**src/rtl/ysyx_24110015_lsu_if.sv**
```systemverilog
// Bundle for the LSU: execute-stage input handshake, write-back output handshake and memory bus.
// The slave modport is the LSU's view; master is the surrounding pipeline and memory.
interface ysyx_24110015_lsu_if;
    logic        in_valid;
    logic        in_ready;
    logic [31:0] in_addr;
    logic [31:0] in_wdata;
    logic [2:0]  in_func3;
    logic        in_mem_read;
    logic        in_mem_write;
    logic [31:0] in_pass_data;
    logic        out_valid;
    logic        out_ready;
    logic [31:0] out_data;
    logic        out_misalign;
    logic        mem_req_valid;
    logic        mem_req_ready;
    logic [31:0] mem_addr;
    logic        mem_wen;
    logic [31:0] mem_wdata;
    logic [3:0]  mem_wmask;
    logic        mem_rsp_valid;
    logic [31:0] mem_rdata;

    modport slave (
        input  in_valid, in_addr, in_wdata, in_func3, in_mem_read, in_mem_write, in_pass_data,
        output in_ready,
        output out_valid, out_data, out_misalign,
        input  out_ready,
        output mem_req_valid, mem_addr, mem_wen, mem_wdata, mem_wmask,
        input  mem_req_ready, mem_rsp_valid, mem_rdata
    );

    modport master (
        output in_valid, in_addr, in_wdata, in_func3, in_mem_read, in_mem_write, in_pass_data,
        input  in_ready,
        input  out_valid, out_data, out_misalign,
        output out_ready,
        input  mem_req_valid, mem_addr, mem_wen, mem_wdata, mem_wmask,
        output mem_req_ready, mem_rsp_valid, mem_rdata
    );
endinterface

```
**src/rtl/ysyx_24110015_lsu.sv**
```systemverilog
// Load/store unit: one access per handshake over a request/response bus, byte-lane aligned,
// with load extension, misalignment trapping and single-cycle passthrough for non-memory ops.
module ysyx_24110015_lsu (
    input  logic                  clk,
    input  logic                  rst,
    ysyx_24110015_lsu_if.slave    bus
);
    typedef enum logic [1:0] {
        S_IDLE = 2'd0,
        S_REQ  = 2'd1,
        S_WAIT = 2'd2,
        S_DONE = 2'd3
    } state_t;

    state_t      r_state;
    logic [2:0]  r_func3;
    logic [1:0]  r_off;
    logic        r_is_load;
    logic        r_out_valid;
    logic [31:0] r_out_data;
    logic        r_out_misalign;
    logic        r_mem_req_valid;
    logic [31:0] r_mem_addr;
    logic        r_mem_wen;
    logic [31:0] r_mem_wdata;
    logic [3:0]  r_mem_wmask;

    logic        w_is_mem;
    logic        w_misalign;

    function automatic logic misaligned(input logic [2:0] f, input logic [1:0] o);
        case (f[1:0])
            2'b01:   misaligned = o[0];
            2'b10:   misaligned = (o != 2'b00);
            default: misaligned = 1'b0;
        endcase
    endfunction

    function automatic logic [3:0] store_mask(input logic [2:0] f, input logic [1:0] o);
        case (f)
            3'b000:  store_mask = 4'b0001 << o;
            3'b001:  store_mask = 4'b0011 << o;
            3'b010:  store_mask = 4'b1111;
            default: store_mask = 4'b0000;
        endcase
    endfunction

    // Shift the addressed lane down to bit 0, then sign/zero extend by access width.
    function automatic logic [31:0] load_extend(input logic [2:0] f, input logic [31:0] word,
                                                input logic [1:0] o);
        logic [31:0] s;
        s = word >> {o, 3'b000};
        case (f)
            3'b000:  load_extend = {{24{s[7]}}, s[7:0]};
            3'b001:  load_extend = {{16{s[15]}}, s[15:0]};
            3'b010:  load_extend = s;
            3'b100:  load_extend = {24'h000000, s[7:0]};
            3'b101:  load_extend = {16'h0000, s[15:0]};
            default: load_extend = 32'h0000_0000;
        endcase
    endfunction

    assign w_is_mem   = bus.in_mem_read | bus.in_mem_write;
    assign w_misalign = misaligned(bus.in_func3, bus.in_addr[1:0]);

    assign bus.in_ready      = (r_state == S_IDLE);
    assign bus.out_valid     = r_out_valid;
    assign bus.out_data      = r_out_data;
    assign bus.out_misalign  = r_out_misalign;
    assign bus.mem_req_valid = r_mem_req_valid;
    assign bus.mem_addr      = r_mem_addr;
    assign bus.mem_wen       = r_mem_wen;
    assign bus.mem_wdata     = r_mem_wdata;
    assign bus.mem_wmask     = r_mem_wmask;

    // Transaction FSM; every output is a register updated on state transitions.
    always_ff @(posedge clk or posedge rst) begin
        if (rst) begin
            r_state         <= S_IDLE;
            r_func3         <= 3'b000;
            r_off           <= 2'b00;
            r_is_load       <= 1'b0;
            r_out_valid     <= 1'b0;
            r_out_data      <= 32'h0000_0000;
            r_out_misalign  <= 1'b0;
            r_mem_req_valid <= 1'b0;
            r_mem_addr      <= 32'h0000_0000;
            r_mem_wen       <= 1'b0;
            r_mem_wdata     <= 32'h0000_0000;
            r_mem_wmask     <= 4'b0000;
        end else begin
            case (r_state)
                S_IDLE: begin
                    if (bus.in_valid) begin
                        r_func3   <= bus.in_func3;
                        r_off     <= bus.in_addr[1:0];
                        r_is_load <= bus.in_mem_read;
                        if (!w_is_mem) begin
                            r_out_data  <= bus.in_pass_data;
                            r_out_valid <= 1'b1;
                            r_state     <= S_DONE;
                        end else if (w_misalign) begin
                            r_out_data     <= bus.in_addr;
                            r_out_misalign <= 1'b1;
                            r_out_valid    <= 1'b1;
                            r_state        <= S_DONE;
                        end else begin
                            // Read wins when both flags are set: issued as a plain load.
                            r_mem_req_valid <= 1'b1;
                            r_mem_addr      <= {bus.in_addr[31:2], 2'b00};
                            r_mem_wen       <= ~bus.in_mem_read;
                            r_mem_wdata     <= bus.in_mem_read ? 32'h0000_0000
                                             : (bus.in_wdata << {bus.in_addr[1:0], 3'b000});
                            r_mem_wmask     <= bus.in_mem_read ? 4'b0000
                                             : store_mask(bus.in_func3, bus.in_addr[1:0]);
                            r_state         <= S_REQ;
                        end
                    end else begin
                        r_state <= S_IDLE;
                    end
                end
                S_REQ: begin
                    if (bus.mem_req_ready) begin
                        r_mem_req_valid <= 1'b0;
                        r_state         <= S_WAIT;
                    end else begin
                        r_state <= S_REQ;
                    end
                end
                S_WAIT: begin
                    if (bus.mem_rsp_valid) begin
                        r_out_data  <= r_is_load ? load_extend(r_func3, bus.mem_rdata, r_off)
                                                 : 32'h0000_0000;
                        r_out_valid <= 1'b1;
                        r_state     <= S_DONE;
                    end else begin
                        r_state <= S_WAIT;
                    end
                end
                S_DONE: begin
                    if (bus.out_ready) begin
                        r_out_valid    <= 1'b0;
                        r_out_misalign <= 1'b0;
                        r_state        <= S_IDLE;
                    end else begin
                        r_state <= S_DONE;
                    end
                end
                default: begin
                    r_state <= S_IDLE;
                end
            endcase
        end
    end
endmodule

```
**src/flat_wrapper.sv**
```systemverilog
// flat-port wrapper written by rule: the top's interface ports become plain ports
module ysyx_24110015_lsu_flat 
  (clk, rst, bus_in_valid, bus_in_addr, bus_in_wdata, bus_in_func3, bus_in_mem_read, bus_in_mem_write, bus_in_pass_data, bus_in_ready, bus_out_valid, bus_out_data, bus_out_misalign, bus_out_ready, bus_mem_req_valid, bus_mem_addr, bus_mem_wen, bus_mem_wdata, bus_mem_wmask, bus_mem_req_ready, bus_mem_rsp_valid, bus_mem_rdata);
  ysyx_24110015_lsu_if bus_i ();
  input  logic clk;
  input  logic rst;
  input wire logic [$bits(bus_i.in_valid)-1:0] bus_in_valid;
  input wire logic [$bits(bus_i.in_addr)-1:0] bus_in_addr;
  input wire logic [$bits(bus_i.in_wdata)-1:0] bus_in_wdata;
  input wire logic [$bits(bus_i.in_func3)-1:0] bus_in_func3;
  input wire logic [$bits(bus_i.in_mem_read)-1:0] bus_in_mem_read;
  input wire logic [$bits(bus_i.in_mem_write)-1:0] bus_in_mem_write;
  input wire logic [$bits(bus_i.in_pass_data)-1:0] bus_in_pass_data;
  output wire logic [$bits(bus_i.in_ready)-1:0] bus_in_ready;
  output wire logic [$bits(bus_i.out_valid)-1:0] bus_out_valid;
  output wire logic [$bits(bus_i.out_data)-1:0] bus_out_data;
  output wire logic [$bits(bus_i.out_misalign)-1:0] bus_out_misalign;
  input wire logic [$bits(bus_i.out_ready)-1:0] bus_out_ready;
  output wire logic [$bits(bus_i.mem_req_valid)-1:0] bus_mem_req_valid;
  output wire logic [$bits(bus_i.mem_addr)-1:0] bus_mem_addr;
  output wire logic [$bits(bus_i.mem_wen)-1:0] bus_mem_wen;
  output wire logic [$bits(bus_i.mem_wdata)-1:0] bus_mem_wdata;
  output wire logic [$bits(bus_i.mem_wmask)-1:0] bus_mem_wmask;
  input wire logic [$bits(bus_i.mem_req_ready)-1:0] bus_mem_req_ready;
  input wire logic [$bits(bus_i.mem_rsp_valid)-1:0] bus_mem_rsp_valid;
  input wire logic [$bits(bus_i.mem_rdata)-1:0] bus_mem_rdata;
  assign bus_i.in_valid = bus_in_valid;
  assign bus_i.in_addr = bus_in_addr;
  assign bus_i.in_wdata = bus_in_wdata;
  assign bus_i.in_func3 = bus_in_func3;
  assign bus_i.in_mem_read = bus_in_mem_read;
  assign bus_i.in_mem_write = bus_in_mem_write;
  assign bus_i.in_pass_data = bus_in_pass_data;
  assign bus_in_ready = bus_i.in_ready;
  assign bus_out_valid = bus_i.out_valid;
  assign bus_out_data = bus_i.out_data;
  assign bus_out_misalign = bus_i.out_misalign;
  assign bus_i.out_ready = bus_out_ready;
  assign bus_mem_req_valid = bus_i.mem_req_valid;
  assign bus_mem_addr = bus_i.mem_addr;
  assign bus_mem_wen = bus_i.mem_wen;
  assign bus_mem_wdata = bus_i.mem_wdata;
  assign bus_mem_wmask = bus_i.mem_wmask;
  assign bus_i.mem_req_ready = bus_mem_req_ready;
  assign bus_i.mem_rsp_valid = bus_mem_rsp_valid;
  assign bus_i.mem_rdata = bus_mem_rdata;
  ysyx_24110015_lsu u_core (.clk(clk), .rst(rst), .bus(bus_i));
endmodule
```
**config.mk**
```make
export PLATFORM = sky130hd
export DESIGN_NAME = ysyx_24110015_lsu_flat
export DESIGN_NICKNAME = d
export VERILOG_FILES = /design/src/rtl/ysyx_24110015_lsu_if.sv /design/src/rtl/ysyx_24110015_lsu.sv /design/src/flat_wrapper.sv
export SDC_FILE = /design/constraint.sdc
export NUM_CORES = 1
export LEC_CHECK = 0
export BUFFER_PORTS_ARGS = -buffer_cell sky130_fd_sc_hd__buf_2
export CORE_MARGIN = 1
export CORE_UTILIZATION = 50
export DETAILED_ROUTE_END_ITERATION = 8
export GPL_TIMING_DRIVEN = 0
export PLACE_DENSITY = 0.82
export SETUP_SLACK_MARGIN = 0.05
export SLEW_MARGIN = 5
export SYNTH_ARGS = -nofsm -noshare
export SYNTH_HDL_FRONTEND = slang
export SYNTH_SLANG_ARGS = --single-unit
```
**constraint.sdc**
```tcl
create_clock -name clk -period 8.7 [get_ports clk]
set_input_delay 2.61 -clock clk [delete_from_list [all_inputs] [get_ports clk]]
set_output_delay 2.61 -clock clk [all_outputs]
set_load 0.03 [all_outputs]
```
==> results.cfg, run 1 <==
[floorplan]
placeableCoreArea_um2 = 12010
die_width_um = 112.8
die-height_um = 112.8
ios = 244
dieArea_um2 = 12720
initial_utilization = 0.5108
rows = 40

[synthesis]
yosys_register_bits = 110
async_flop_share = 1.000
synth-xor-area-share = 0.001427
synthAdderAreaFrac = 0.006117
synth.distinct_cells = 50
synth-edff-count = 0
synthSimpleGateAreaFrac = 0.09482
ys_seq_area_frac = 0.4486
synth_warnings = 0
synth_compound_area_frac = 0.1941
syn-mean-instance-area_um2 = 10.54
synthCells = 582
syn_area_um2 = 6136
synthMuxAreaShare = 0.2068
synthFlopType = dfrtp_1
synth_top_family_by_area = multiplexers

[timing]
max_freq_mhz = 236.4
hold_viol_final = 0
fin_ws_ns = 4.469
finalCriticalPeriod_ns = 4.231
setup_viol = 0
tightest_slew_ns = 0.6569
finalSetupTns_ns = 0
relSlewSlack = 0.5609
fin_skew_ns = 0.004869
period_share = 0.4863
drv_slew = 0
rsz0062_at_grt = false

[cts]
cts_buffer_depth = 2
root_buffer = clkbuf_16
htree_levels = 3
post_cts_buffers = 0
cts_tree = done
clk-insertion-delay-late_ns = 0.35
cts_num_sinks = 110
cts_resized = 0
cts.hold.buffers_added = 0
cts-buffers-inserted = 9
clk_pin_slew_worst_paths_ns = 0.07

[layout]
layout-drive-gt1-share = 0.4093
nFillCells = 1005
synthToLayoutAreaGrowth_pct = 27.81
fin_util = 0.6529
multi_input_area_um2 = 3095
diodes = 0
fin_area_um2 = 7843
fin_nets = 976
register_area_um2 = 2753

[setup_path]
cp_num_buf_inv = 5
crit_slowest_cell = ha_1
crit_chain = buf_2 > inv_1 > ha_1 > o211ai_1 > buf_2 > nand4_2 > buf_2 > buf_2 > a32oi_1 > nand2_1
crit_top_cell = buf_2
crit_path_end_kind = flop
arrival_ns = 4.48
crit_type = in -> reg
slowest_delay_ns = 0.31
critPathLaunchType = primary input
cp.required_ns = 8.94
critical-path-top-delay-family = buffers and inverters
cp_max_fo = 10

[route]
viasPerCell = 5.817
final_antenna_net_count = 0
drc = 0
num_vias = 5730
wl_per_cell_um = 19.27
dr.pass1.iters = 4
drtIter0Drc = 321
wl_mm = 18.98

[pwr]
pwr_density_cell_nw_per_um2 = 349.5
p_total_w = 0.002741
cellLeakagePower_nw = 3.897
ir_drop_mv = 0.1797

[placement]
gp_congestion = 0.9238
portBuffers = 239
dpl-instance-area_um2 = 7552
pre_cts_ws_ns = 4.099
post-dp-hpwl_mm = 14.78

[grt]
grt.total_usage = 0.3020
grt_pass1_wl_mm = 29.07
antenna_found_initial = 1
grt_pass1_vias = 5550
grt_max_degree = 95
overflow = 0

[min_path]
hp-class = reg -> reg

[outcome]
status = complete, no violations

[run]
maxCapViolations = 0
[cell usage in the layout, fill, tap and decap left out, drive strengths merged, types with 3 or more instances in the layout]
cell type    n
buf        272
dfrtp      110
mux2i       84
o21ai       55
nand2       44
a21oi       36
mux2        36
clkbuf      27
nor2        25
a22o        18
inv         13
a31oi       10
a2bb2oi      9
or3b         9
and2         8
o22a         8
a32o         8
a22oi        8
o221ai       7
nor2b        6
o2bb2ai      6
nand3        5
ha           3
clkinv       3
[logic make-up (layout without fill, tap and decap cells)]
| group | after synthesis | after routing |
|---|---|---|
| AOI/OAI and AO/OA | 174 | 174 |
| muxes | 121 | 121 |
| DFF | 110 | 110 |
| and+or+nand+nor | 110 | 110 |
| buffers and inverters | 62 | 317 |
| adders and majority gates | 3 | 3 |
| other | 1 | 2 |
| xor gates and xnor gates | 1 | 1 |
[metrics by stage]
step	cells	hold WS, ns
after detailed placement	970	0.4660
after floorplan	583	0.5181
final	985	0.4740
after global placement	969	0.4595
after global routing	985	0.5115
after CTS	985	0.4817
[where the power goes]
part           switching, W  internal (W)  total, W
clock network      0.000186      0.000229  0.000415
registers          0.000125      0.000735  0.000860
logic              0.000945      0.000522   0.00147
[sequential cells by signal, summed over array words and instances (netlist names)]
name                      cells
u_core.bus.mem_wmask          4
u_core.r_func3                3
u_core.bus.mem_wen            1
u_core.bus.mem_req_valid      1
u_core.r_off                  2
u_core.bus.out_data          32
u_core.bus.mem_addr          30
u_core.r_state                2
u_core.r_is_load              1
u_core.bus.out_valid          1
u_core.bus.mem_wdata         32
u_core.bus.out_misalign       1
[worst paths after layout]
kind	to	cells past startpoint	slack (ns)	startpoint
setup / recovery	u_core.bus.mem_wmask[1]	10	4.47	bus_in_func3[0]
hold / removal	u_core.bus.mem_wmask[0]	2	0.47	u_core.bus.mem_wmask[0]
setup reg to reg	u_core.bus.mem_wdata[5]	6	6.60	u_core.r_state[0]
hold reg to reg	u_core.bus.mem_wmask[0]	2	0.47	u_core.bus.mem_wmask[0]
max in group asynchronous	u_core.bus.out_data[6]	3	5.80	rst
min in group asynchronous	u_core.bus.mem_wdata[14]	2	2.17	rst
[worst min-delay path, cell delays in order, from the launching register on]
cell and delay [ns]:
dfrtp_1 0.34, nand2_1 0.04, o21ai_0 0.06
[routing by layer]
layer | share of wire | wire length [um] | GRT usage | vias up
met3 | 0.076 | 1448 | 0.05945 | 42
met1 | 0.39 | 7495 | 0.3669 | 2761
met4 | 0.034 | 636 | 0.1431 | 0
met5 | 0 | 0 | 0 | -
li1 | - | - | - | 2644
met2 | 0.50 | 9399 | 0.5177 | 283
[cell type report]
class                   instances  area share
plain buffers                  48     0.03047
clock buffers                  11     0.03095
clock inverters                 4    0.006063
inverters                      14    0.007339
multi-input cells             411      0.3947
flip-flops and latches        110      0.3510
well taps                     147     0.02345
repair buffers                240      0.1560
[cell usage after synthesis, types with 2 or more instances]
cell | n | area [um^2]
dfrtp_1 | 110 | 2753
ha_1 | 3 | 37.54
buf_2 | 23 | 115.1
a22oi_1 | 7 | 52.55
clkbuf_1 | 16 | 60.06
inv_1 | 13 | 48.80
nand3_1 | 5 | 25.02
mux2i_1 | 84 | 840.8
o2bb2ai_1 | 6 | 52.55
o21ai_0 | 54 | 270.3
a2bb2oi_1 | 9 | 78.83
o211ai_1 | 2 | 15.01
or2_2 | 2 | 12.51
and2_1 | 8 | 50.05
buf_4 | 8 | 60.06
mux2_2 | 36 | 405.4
o22a_1 | 8 | 70.07
a32o_1 | 8 | 80.08
or3b_2 | 9 | 78.83
a31oi_1 | 10 | 62.56
a22o_1 | 18 | 157.7
nor2_1 | 24 | 90.09
nor3b_4 | 2 | 37.54
nand2_1 | 44 | 165.2
a21oi_1 | 36 | 180.2
nand2b_1 | 2 | 12.51
nor2b_1 | 6 | 37.54
o221ai_1 | 7 | 61.31
Power figures use the tool's default switching activity.
==> run 2, diff against run 1 <==
--- a/config.mk
+++ b/config.mk
@@ -7,10 +7,10 @@
 export LEC_CHECK = 0
 export BUFFER_PORTS_ARGS = -buffer_cell sky130_fd_sc_hd__buf_2
 export CORE_MARGIN = 1
-export CORE_UTILIZATION = 50
+export CORE_UTILIZATION = 49
 export DETAILED_ROUTE_END_ITERATION = 8
 export GPL_TIMING_DRIVEN = 0
-export PLACE_DENSITY = 0.82
+export PLACE_DENSITY = 0.81
 export SETUP_SLACK_MARGIN = 0.05
 export SLEW_MARGIN = 5
 export SYNTH_ARGS = -nofsm -noshare
==> constraint.sdc (replaced) <==
create_clock -name clk -period 4.18 [get_ports clk]
set_input_delay 1.254 -clock clk [delete_from_list [all_inputs] [get_ports clk]]
set_output_delay 1.254 -clock clk [all_outputs]
set_load 0.03 [all_outputs]
==> run 2 against run 1 <==
- flip-flop and latch count unchanged
- sequential share of layout area is 0.25 points lower
- setup slack lost 3.2 ns
- sequential power rose by 110%
- clock skew rose by 0.0018 ns
- global-route usage shrank 0.28 points
- highest routed layer is now met5
- cell count rose by 2.2%
- die area up 2.0%
==> results.cfg, run 2 (synthesis gave the netlist of run 1 again) <==
[timing]
max_freq_mhz = 346.0
setup_viol = 0
fin_skew_ns = 0.006691
finalSetupTns_ns = 0
relSlewSlack = 0.4570
drv_slew = 0
rsz0062_at_grt = false
tightest_slew_ns = 0.8128
hold_viol_final = 0
period_share = 0.6914
finalCriticalPeriod_ns = 2.890

[layout]
synthToLayoutAreaGrowth_pct = 28.73
layout_common_cells = buf_2 (262), dfrtp_1 (110), mux2i_1 (84)
layout-drive-gt1-share = 0.4112
fin_nets = 977
final_common_cell = buf_2
diodes = 0

[floorplan]
ios = 244
die-height_um = 113.9
rows = 40
dieArea_um2 = 12970
initial_utilization = 0.5066
placeableCoreArea_um2 = 12110
die_width_um = 113.9

[setup_path]
crit_type = in -> reg
critPathLaunchType = primary input
crit_top_cell = buf_2
crit_path_end_kind = flop
slowest_delay_ns = 0.47
cp_num_buf_inv = 4
crit_slowest_cell = clkbuf_1
cp.required_ns = 4.45
cp_max_fo = 10
critical-path-top-delay-family = buffers and inverters
crit_chain = buf_2 > inv_1 > ha_1 > o211ai_1 > buf_2 > a311oi_4 > clkbuf_1 > nor2_1 > a31oi_1
arrival_ns = 3.16

[route]
drtIter0Drc = 349
dr.pass1.iters = 5
drc = 0
wl_mm = 19.39
num_vias = 5809
viasPerCell = 5.769
final_antenna_net_count = 0
wl_per_cell_um = 19.26

[cts]
clk-insertion-delay-late_ns = 0.35
cts-buffers-inserted = 9
post_cts_buffers = 0
htree_levels = 3
cts.hold.buffers_added = 0
cts_buffer_depth = 2
root_buffer = clkbuf_16
clk_pin_slew_worst_paths_ns = 0.07
cts_tree = done
cts_resized = 0
cts_num_sinks = 110

[pwr]
p_switching_w = 0.002624
p_total_w = 0.005751
intPower_w = 0.003127
cellLeakagePower_nw = 3.908
power_frac_comb = 0.532
pwr_density_cell_nw_per_um2 = 728.0
seq_power_share = 0.312
ir_drop_mv = 0.4146
pwr-share-clk = 0.156
sw_frac_of_total = 0.4563

[grt]
grt_pass1_wl_mm = 29.44
grt_max_degree = 39
overflow = 0
grt_pass1_vias = 5681
grt.total_usage = 0.2992
antenna_found_initial = 1

[placement]
portBuffers = 239
gp_congestion = 0.9140
post-dp-hpwl_mm = 14.92

[run]
maxCapViolations = 0

[min_path]
hp-class = reg -> reg

[outcome]
status = complete, no violations
## run 2: stage by stage
| step | instances | hold WS [ns] | utilization | area (um^2) | worst slack (ns) |
|---|---|---|---|---|---|
| floorplan | 583 | 0.5181 | - | 6143 | 1.427 |
| global placement | 990 | 0.4577 | 0.6233 | 7550 | 0.8519 |
| detailed placement | 992 | 0.4687 | 0.6267 | 7590 | 0.9735 |
| CTS | 1007 | 0.4852 | 0.6522 | 7899 | 1.340 |
| global route | 1007 | 0.5106 | 0.6522 | 7899 | 1.133 |
| finish | 1007 | 0.4791 | 0.6522 | 7899 | 1.290 |
## run 2: final timing paths
check,start,end,slack (ns),cells past startpoint
hold reg to reg,u_core.bus.mem_wdata[10],u_core.bus.mem_wdata[10],0.48,2
hold / removal,u_core.bus.mem_wdata[10],u_core.bus.mem_wdata[10],0.48,2
max in group asynchronous,rst,u_core.bus.mem_addr[4],2.22,4
setup / recovery,bus_in_func3[0],u_core.bus.out_data[17],1.29,9
setup reg to reg,u_core.r_state[0],u_core.bus.mem_wdata[2],2.09,6
min in group asynchronous,rst,u_core.bus.mem_addr[9],1.05,2
## run 2: per-layer routing
metal | track usage | part of all wire
met2 | 0.5264 | 0.50
met4 | 0.1333 | 0.030
met3 | 0.05792 | 0.081
met1 | 0.3554 | 0.39
met5 | 0 | 0.00067
## run 2: layout make-up
cell class	count	area [um^2]
timing repair buffer	241	1236
tap	168	210.2
clock inverter	3	42.54
buffer	48	239.0
clock buffer	12	266.5
fill	1065	4213
inverter	14	56.30
sequential	110	2753
multi-input combinational	411	3095
## run 2: worst min-delay path, delay by kind of cell, from the launching register on
| family | cells | cell delay, ns |
|---|---|---|
| compound gates | 1 | 0.06 |
| flops | 1 | 0.34 |
| simple gates | 1 | 0.05 |
## run 2: power by group through the flow
| stage | clock, W | combinational, W | sequential, W |
|---|---|---|---|
| 2_1_floorplan | 0 | 0.00130 | 0.00263 |
| 3_3_place_gp | 0 | 0.00299 | 0.00178 |
| 3_5_place_dp | 0 | 0.00304 | 0.00180 |
| 4_1_cts | 0.000911 | 0.00305 | 0.00179 |
| 5_1_grt | 0.000955 | 0.00324 | 0.00184 |
| 6_report | 0.000899 | 0.00306 | 0.00179 |
